**config.mk**
```make
export PLATFORM = sky130hd
export DESIGN_NAME = dmem_bridge
export DESIGN_NICKNAME = d
export VERILOG_FILES = /design/src/rtl/dmem_pkg.sv /design/src/rtl/dmem_bridge_watchdog.sv /design/src/rtl/dmem_bridge.sv
export SDC_FILE = /design/constraint.sdc
export NUM_CORES = 1
export LEC_CHECK = 0
export BUFFER_PORTS_ARGS = -buffer_cell sky130_fd_sc_hd__buf_2
export CORE_ASPECT_RATIO = 1.1
export CORE_UTILIZATION = 49
export DETAILED_ROUTE_END_ITERATION = 8
export PLACE_DENSITY = 0.87
export SLEW_MARGIN = 20
export SYNTH_ARGS = -nofsm -noshare
export SYNTH_HDL_FRONTEND = slang
export SYNTH_HIERARCHICAL = 1
export SYNTH_SLANG_ARGS = --single-unit
```
**constraint.sdc**
```tcl
create_clock -name clk -period 2.2 [get_ports clk]
set_clock_uncertainty 0.15 [all_clocks]
set_input_delay 0.44 -clock clk [delete_from_list [all_inputs] [get_ports clk]]
set_output_delay 0.44 -clock clk [all_outputs]
set_load 0.005 [all_outputs]
```
**src/rtl/dmem_pkg.sv**
```systemverilog
// Shared state encoding, poison word and default widths for the data-memory bridge.
package dmem_pkg;

    localparam int DMEM_ADDR_W  = 7;
    localparam int DMEM_DATA_W  = 32;
    localparam int DMEM_TIMEOUT = 64;

    localparam logic [31:0] DMEM_POISON = 32'hDEADBEEF;

    typedef enum logic [2:0] {
        IDLE = 3'd0,
        REQ0 = 3'd1,
        RD0  = 3'd2,
        REQ1 = 3'd3,
        RD1  = 3'd4,
        DONE = 3'd5
    } state_t;

endpackage

```
**src/rtl/dmem_bridge_watchdog.sv**
```systemverilog
// Per-state cycle counter for the bridge; compiled only when DMEM_TIMEOUT_EN is defined.
`ifdef DMEM_TIMEOUT_EN
module dmem_watchdog #(
    parameter int TIMEOUT = 64
) (
    input  logic clk,
    input  logic rst,
    input  logic clr_i,
    input  logic en_i,
    output logic expire_o
);

    localparam int CNT_W = $clog2(TIMEOUT + 1);

    logic [CNT_W-1:0] cnt_q;
    logic [CNT_W-1:0] cnt_d;

    // The count is zero on the first cycle of a state, so expiry lands after TIMEOUT cycles.
    assign expire_o = en_i && (cnt_q == CNT_W'(TIMEOUT - 1));

    always_comb begin
        cnt_d = cnt_q;
        if (clr_i) begin
            cnt_d = '0;
        end else if (en_i && !expire_o) begin
            cnt_d = cnt_q + CNT_W'(1);
        end
    end

    always_ff @(posedge clk) begin
        if (rst) begin
            cnt_q <= '0;
        end else begin
            cnt_q <= cnt_d;
        end
    end

endmodule
`endif

```
**src/rtl/dmem_bridge.sv**
```systemverilog
// Stalls the core while each data access (one or two words) runs on a valid/ready memory slave.
// Optional watchdog: define DMEM_TIMEOUT_EN.
module dmem_bridge
    import dmem_pkg::*;
#(
    parameter int ADDR_W  = DMEM_ADDR_W,
    parameter int DATA_W  = DMEM_DATA_W,
    parameter int TIMEOUT = DMEM_TIMEOUT
) (
    input  logic                clk,
    input  logic                rst,
    input  logic                core_cen,
    input  logic                core_wen,
    input  logic                core_oen,
    input  logic                core_dbl,
    input  logic [ADDR_W-1:0]   core_a,
    input  logic [2*DATA_W-1:0] core_wdata,
    output logic [2*DATA_W-1:0] core_q,
    output logic                core_stall,
    output logic                mem_req,
    output logic                mem_we,
    output logic [ADDR_W-1:0]   mem_addr,
    output logic [DATA_W-1:0]   mem_wdata,
    input  logic                mem_gnt,
    input  logic                mem_rvalid,
    input  logic [DATA_W-1:0]   mem_rdata,
    output logic                err,
    output state_t              dbg_state
);

    state_t              state_q, state_d;
    logic [ADDR_W-1:0]   a_q;
    logic [2*DATA_W-1:0] wdata_q;
    logic                wen_q;
    logic                dbl_q;
    logic [2*DATA_W-1:0] q_q, q_d;
    logic [2*DATA_W-1:0] cap_lo;
    logic                req_c;
    logic [ADDR_W-1:0]   addr_c;
    logic [DATA_W-1:0]   wdata_c;
    logic                unused_oen;

    assign unused_oen = core_oen;
    assign dbg_state  = state_q;
    assign core_q     = q_q;

    // A single-word read clears the upper half; the first half of a double keeps it.
    assign cap_lo = {(dbl_q ? q_q[2*DATA_W-1:DATA_W] : {DATA_W{1'b0}}), mem_rdata};

    assign core_stall = ((state_q == IDLE) && !core_cen) ||
                        !((state_q == IDLE) || (state_q == DONE));

    // A reset mid-transaction drops the request in the same cycle.
    assign mem_req   = req_c && !rst;
    assign mem_we    = req_c && !wen_q && !rst;
    assign mem_addr  = addr_c;
    assign mem_wdata = wdata_c;

`ifdef DMEM_TIMEOUT_EN
    logic err_q, err_d;
    logic wd_expire;
    logic wd_clr;
    logic wd_en;

    assign wd_en  = (state_q == REQ0) || (state_q == RD0) ||
                    (state_q == REQ1) || (state_q == RD1);
    assign wd_clr = (state_d != state_q);
    assign err    = err_q;

    dmem_watchdog #(.TIMEOUT(TIMEOUT)) u_watchdog (
        .clk      (clk),
        .rst      (rst),
        .clr_i    (wd_clr),
        .en_i     (wd_en),
        .expire_o (wd_expire)
    );

    always_ff @(posedge clk) begin
        if (rst) begin
            err_q <= 1'b0;
        end else begin
            err_q <= err_d;
        end
    end
`else
    localparam int unused_timeout = TIMEOUT;
    assign err = 1'b0;
`endif

    always_comb begin
        state_d = state_q;
        q_d     = q_q;
        req_c   = 1'b0;
        addr_c  = '0;
        wdata_c = '0;
        unique case (state_q)
            IDLE: begin
                if (!core_cen) state_d = REQ0;
            end
            REQ0: begin
                req_c   = 1'b1;
                addr_c  = a_q;
                wdata_c = wdata_q[DATA_W-1:0];
                if (mem_gnt) begin
                    if (!wen_q) begin
                        state_d = dbl_q ? REQ1 : DONE;
                    end else if (mem_rvalid) begin
                        q_d     = cap_lo;
                        state_d = dbl_q ? REQ1 : DONE;
                    end else begin
                        state_d = RD0;
                    end
                end
            end
            RD0: begin
                if (mem_rvalid) begin
                    q_d     = cap_lo;
                    state_d = dbl_q ? REQ1 : DONE;
                end
            end
            REQ1: begin
                req_c   = 1'b1;
                addr_c  = a_q + ADDR_W'(1);
                wdata_c = wdata_q[2*DATA_W-1:DATA_W];
                if (mem_gnt) begin
                    if (!wen_q) begin
                        state_d = DONE;
                    end else if (mem_rvalid) begin
                        q_d[2*DATA_W-1:DATA_W] = mem_rdata;
                        state_d                = DONE;
                    end else begin
                        state_d = RD1;
                    end
                end
            end
            RD1: begin
                if (mem_rvalid) begin
                    q_d[2*DATA_W-1:DATA_W] = mem_rdata;
                    state_d                = DONE;
                end
            end
            DONE:    state_d = IDLE;
            default: state_d = IDLE;
        endcase
`ifdef DMEM_TIMEOUT_EN
        err_d = err_q;
        // Expiry only wins when the slave did not complete the current step this cycle.
        if (wd_expire && (state_d == state_q)) begin
            err_d   = 1'b1;
            state_d = DONE;
            if ((state_q == REQ0) || (state_q == RD0)) begin
                q_d[DATA_W-1:0] = DATA_W'(DMEM_POISON);
            end else begin
                q_d[2*DATA_W-1:DATA_W] = DATA_W'(DMEM_POISON);
            end
        end
`endif
    end

    always_ff @(posedge clk) begin
        if (rst) begin
            state_q <= IDLE;
            a_q     <= '0;
            wdata_q <= '0;
            wen_q   <= 1'b1;
            dbl_q   <= 1'b0;
            q_q     <= '0;
        end else begin
            state_q <= state_d;
            q_q     <= q_d;
            if ((state_q == IDLE) && !core_cen) begin
                a_q     <= core_a;
                wdata_q <= core_wdata;
                wen_q   <= core_wen;
                dbl_q   <= core_dbl;
            end
        end
    end

endmodule
```
==> metrics.yaml <==
outcome: "finished, final reports clean"
antenna_violations_before_repair: 2
maxClockFrequency_mhz: 473.2
cp-startpoint: "dbg_state[1]"
vias: 5658
clock-root-buffer: "sky130_fd_sc_hd__clkbuf_16"
number_of_enable_type_register_cells_in_the_synthesized_netlist: 0
total_of_max_cap_violations: 0
muxShareOfSynthArea_pct: 10.88
grtUsageTotal_pct: 25.03
hold_path_class: "input pin to flip-flop"
synth-compound-area-share_pct: 12.85
required_ns: 1.61
placement.cell_area_mm2: 0.007158
die_height_um: 117.9
layout-drive-gt1-share_pct: 30.48
finalCritPeriodShare_pct: 96.07
dr_wl_met3_um: 990
asyncSetResetFlopFracSynth_pct: 0
io_pins: 221
detail-route-antenna-nets: 0
drt_iter0_markers: 323
setup_violating_endpoint_count_in_the_final_report: 0
crit_fanout: 13
syn-mean-instance-area_um2: 8.386
largest_net_degree_at_the_start_of_global_routing: 74
power_per_cell_area_mw_per_mm2: 949.5
via_per_inst: 5.273
rows: 41
timing.critical_path.from_type: "flip-flop"
area_of_the_die_mm2: 0.01265
postSynthNetCount: 825
wire_length_of_the_first_global_routing_pass_mm: 25.07
drt-pass1-iter-count: 4
synth_top_family_by_area: "simple AND/OR/NAND/NOR gates"
setup_ws_ns: 0.08652
core-area_mm2: 0.01170
post-dp-hpwl_mm: 10.39
global_route.overflow_total: 0
vdd.ir_drop.worst_v: 0.0006719
synth_fa_ha_area_share_pct: 0.2092
synth_cell_types: 38
synth-warning-count: 6
yosys_register_bits: 140
initial_utilization_pct: 51.12
fraction_of_the_mapped_netlist_area_in_simple_logic_gates_pct: 22.62
post-synth-top-count-cell: "sky130_fd_sc_hd__nand2_1"
regToRegStartpoint: "dbg_state[1]"
synth.yosys.seq_area_share_pct: 46.87
synthToLayoutAreaGrowth_pct: 31.76
wl_met2_mm: 8.016
maxUsedRoutingLayer: "met5"
yosys_top_cell_by_area: "sky130_fd_sc_hd__dfxtp_1"
slew_violations: 0
period_minus_slack_ns: 2.113
tns_ns: 0
reg2reg_to: "wdata_q[55]"
synthXorXnorAreaFrac_pct: 0.8788
leakage_nw: 3.392
count_of_h_tree_levels_built_during_cts: 4
design.final.nets: 1021
hold_violations_final: 0
endpoint: "mem_wdata[25]"
worst-r2r-cell-count: 5
worst_path_arrival_ns: 1.52
cts_tree: "yes"
drt_wl_cell_um: 14.83
floorplan.die.width_um: 107.3
clk_pin_slew_ns: 0.06
post-place-ws_ns: 0.2662
ys.flop_type: "sky130_fd_sc_hd__dfxtp_1"
syn-instance-count: 713
ctsLongestPathBuffers: 2
drt-total-wl_mm: 15.92
timing.setup.critical_path_class: "flip-flop to output pin"
rrSetupSlack_ns: 0.21
drt-met1-wl_mm: 6.422
post_cts_hold_fix_bufs: 0
clock_sink_count: 140
numCtsBuffers: 17
synth_top_cells_by_area: "sky130_fd_sc_hd__dfxtp_1 47%, sky130_fd_sc_hd__nand2_1 12%, sky130_fd_sc_hd__mux2i_1 11%"
yosys-top-cells-count: "184 x sky130_fd_sc_hd__nand2_1, 140 x sky130_fd_sc_hd__dfxtp_1, 77 x sky130_fd_sc_hd__nor2_1, 76 x sky130_fd_sc_hd__a21oi_1, 65 x sky130_fd_sc_hd__mux2i_1"
finalInstanceArea_mm2: 0.007879
io_buffers: 218
gp_routability_congestion: 0.8345
residual_drc: 0
grt_pass1_vias: 5297
clkLatencyLatePin_ns: 0.42
synth_area_mm2: 0.005979
grt_setup_unrepaired: "no"
critical_path.endpoint_type: "output pin"
synth_top_cell_area_share_pct: 46.87
## stage by stage
step | total power [mW] | cells | hold WS, ns | util (%)
CTS | 7.498 | 1069 | 0.09276 | 66.87
global placement | 4.315 | 1037 | 0.2910 | 61.20
global route | 7.800 | 1072 | 0.09562 | 67.34
finish | 7.481 | 1073 | 0.1009 | 67.36
floorplan | 3.879 | 713 | 0.2857 | -
detailed placement | 4.350 | 1037 | 0.2956 | 61.20
## where the power goes
group	internal, mW	switching, mW
clock	2.10	1.05
sequential	2.75	0.133
combinational	0.606	0.843
total	5.45	2.03
## critical path: stages (launching register included)
cell and delay [ns]:
sky130_fd_sc_hd__dfxtp_4 0.40, sky130_fd_sc_hd__buf_4 0.14, sky130_fd_sc_hd__clkbuf_16 0.18, sky130_fd_sc_hd__mux2i_1 0.19
sky130_fd_sc_hd__nor2_1 0.05, sky130_fd_sc_hd__buf_2 0.14
## sequential cells by signal, indices dropped and copies added, names as in the netlist
signal	flops
dbl_q	1
wen_q	1
a_q	7
core_q	64
dbg_state	3
wdata_q	64
## timing repair
item,in CTS,in global routing
buffers inserted,0,2
cloned,0,1
resized for setup,2,5
pin swaps,1,0
setup endpoints to repair,39,30
## final cells by class
| class | count | area, um^2 |
|---|---|---|
| timing repair buffer | 237 | 1341 |
| multi-input combinational | 512 | 2874 |
| sequential | 140 | 2810 |
| antenna | 1 | 2.502 |
| fill | 962 | 3817 |
| inverter | 1 | 3.754 |
| clock inverter | 11 | 188.9 |
| tap | 150 | 187.7 |
| clock buffer | 21 | 470.5 |
## worst min path at each step
stage	slack (ns)	startpoint	cells past startpoint	end
after detailed placement	0.30	wdata_q[24]	2	wdata_q[24]
after floorplan	0.29	wdata_q[0]	2	wdata_q[0]
after CTS	0.09	core_wen	3	wen_q
final	0.10	core_wdata[1]	3	wdata_q[1]
after global placement	0.29	wdata_q[27]	2	wdata_q[27]
after global routing	0.1	core_wdata[60]	3	wdata_q[60]
## logic make-up (layout without fill, tap and decap cells)
family,after synthesis,count (layout)
XOR/XNOR,6,6
other,1,2
flip-flops,140,140
AO/OA/AOI/OAI,122,122
AND/OR/NAND/NOR,317,317
multiplexers,65,65
buffers and inverters,61,270
adder cells (fa/ha/maj),1,1
## metal layers
| metal | track usage (%) | vias up |
|---|---|---|
| li1 | - | 2781 |
| met1 | 29.16 | 2640 |
| met2 | 41.77 | 197 |
| met3 | 7.143 | 38 |
| met4 | 12.07 | 2 |
| met5 | 0 | - |
## placed cells by master, fill, tap and decap left out, types with 4 or more instances in the layout
cell and n:
sky130_fd_sc_hd__nor2_1 77, sky130_fd_sc_hd__nand2b_1 38, sky130_fd_sc_hd__buf_2 217, sky130_fd_sc_hd__buf_4 12, sky130_fd_sc_hd__dfxtp_1 136, sky130_fd_sc_hd__o32ai_1 32, sky130_fd_sc_hd__clkbuf_16 18, sky130_fd_sc_hd__buf_12 7
sky130_fd_sc_hd__xor2_1 5, sky130_fd_sc_hd__o21ai_0 4, sky130_fd_sc_hd__a21oi_1 76, sky130_fd_sc_hd__nand2_1 184, sky130_fd_sc_hd__mux2i_1 65, sky130_fd_sc_hd__bufinv_16 5
Note: power is estimated with default switching activity, not from simulation.
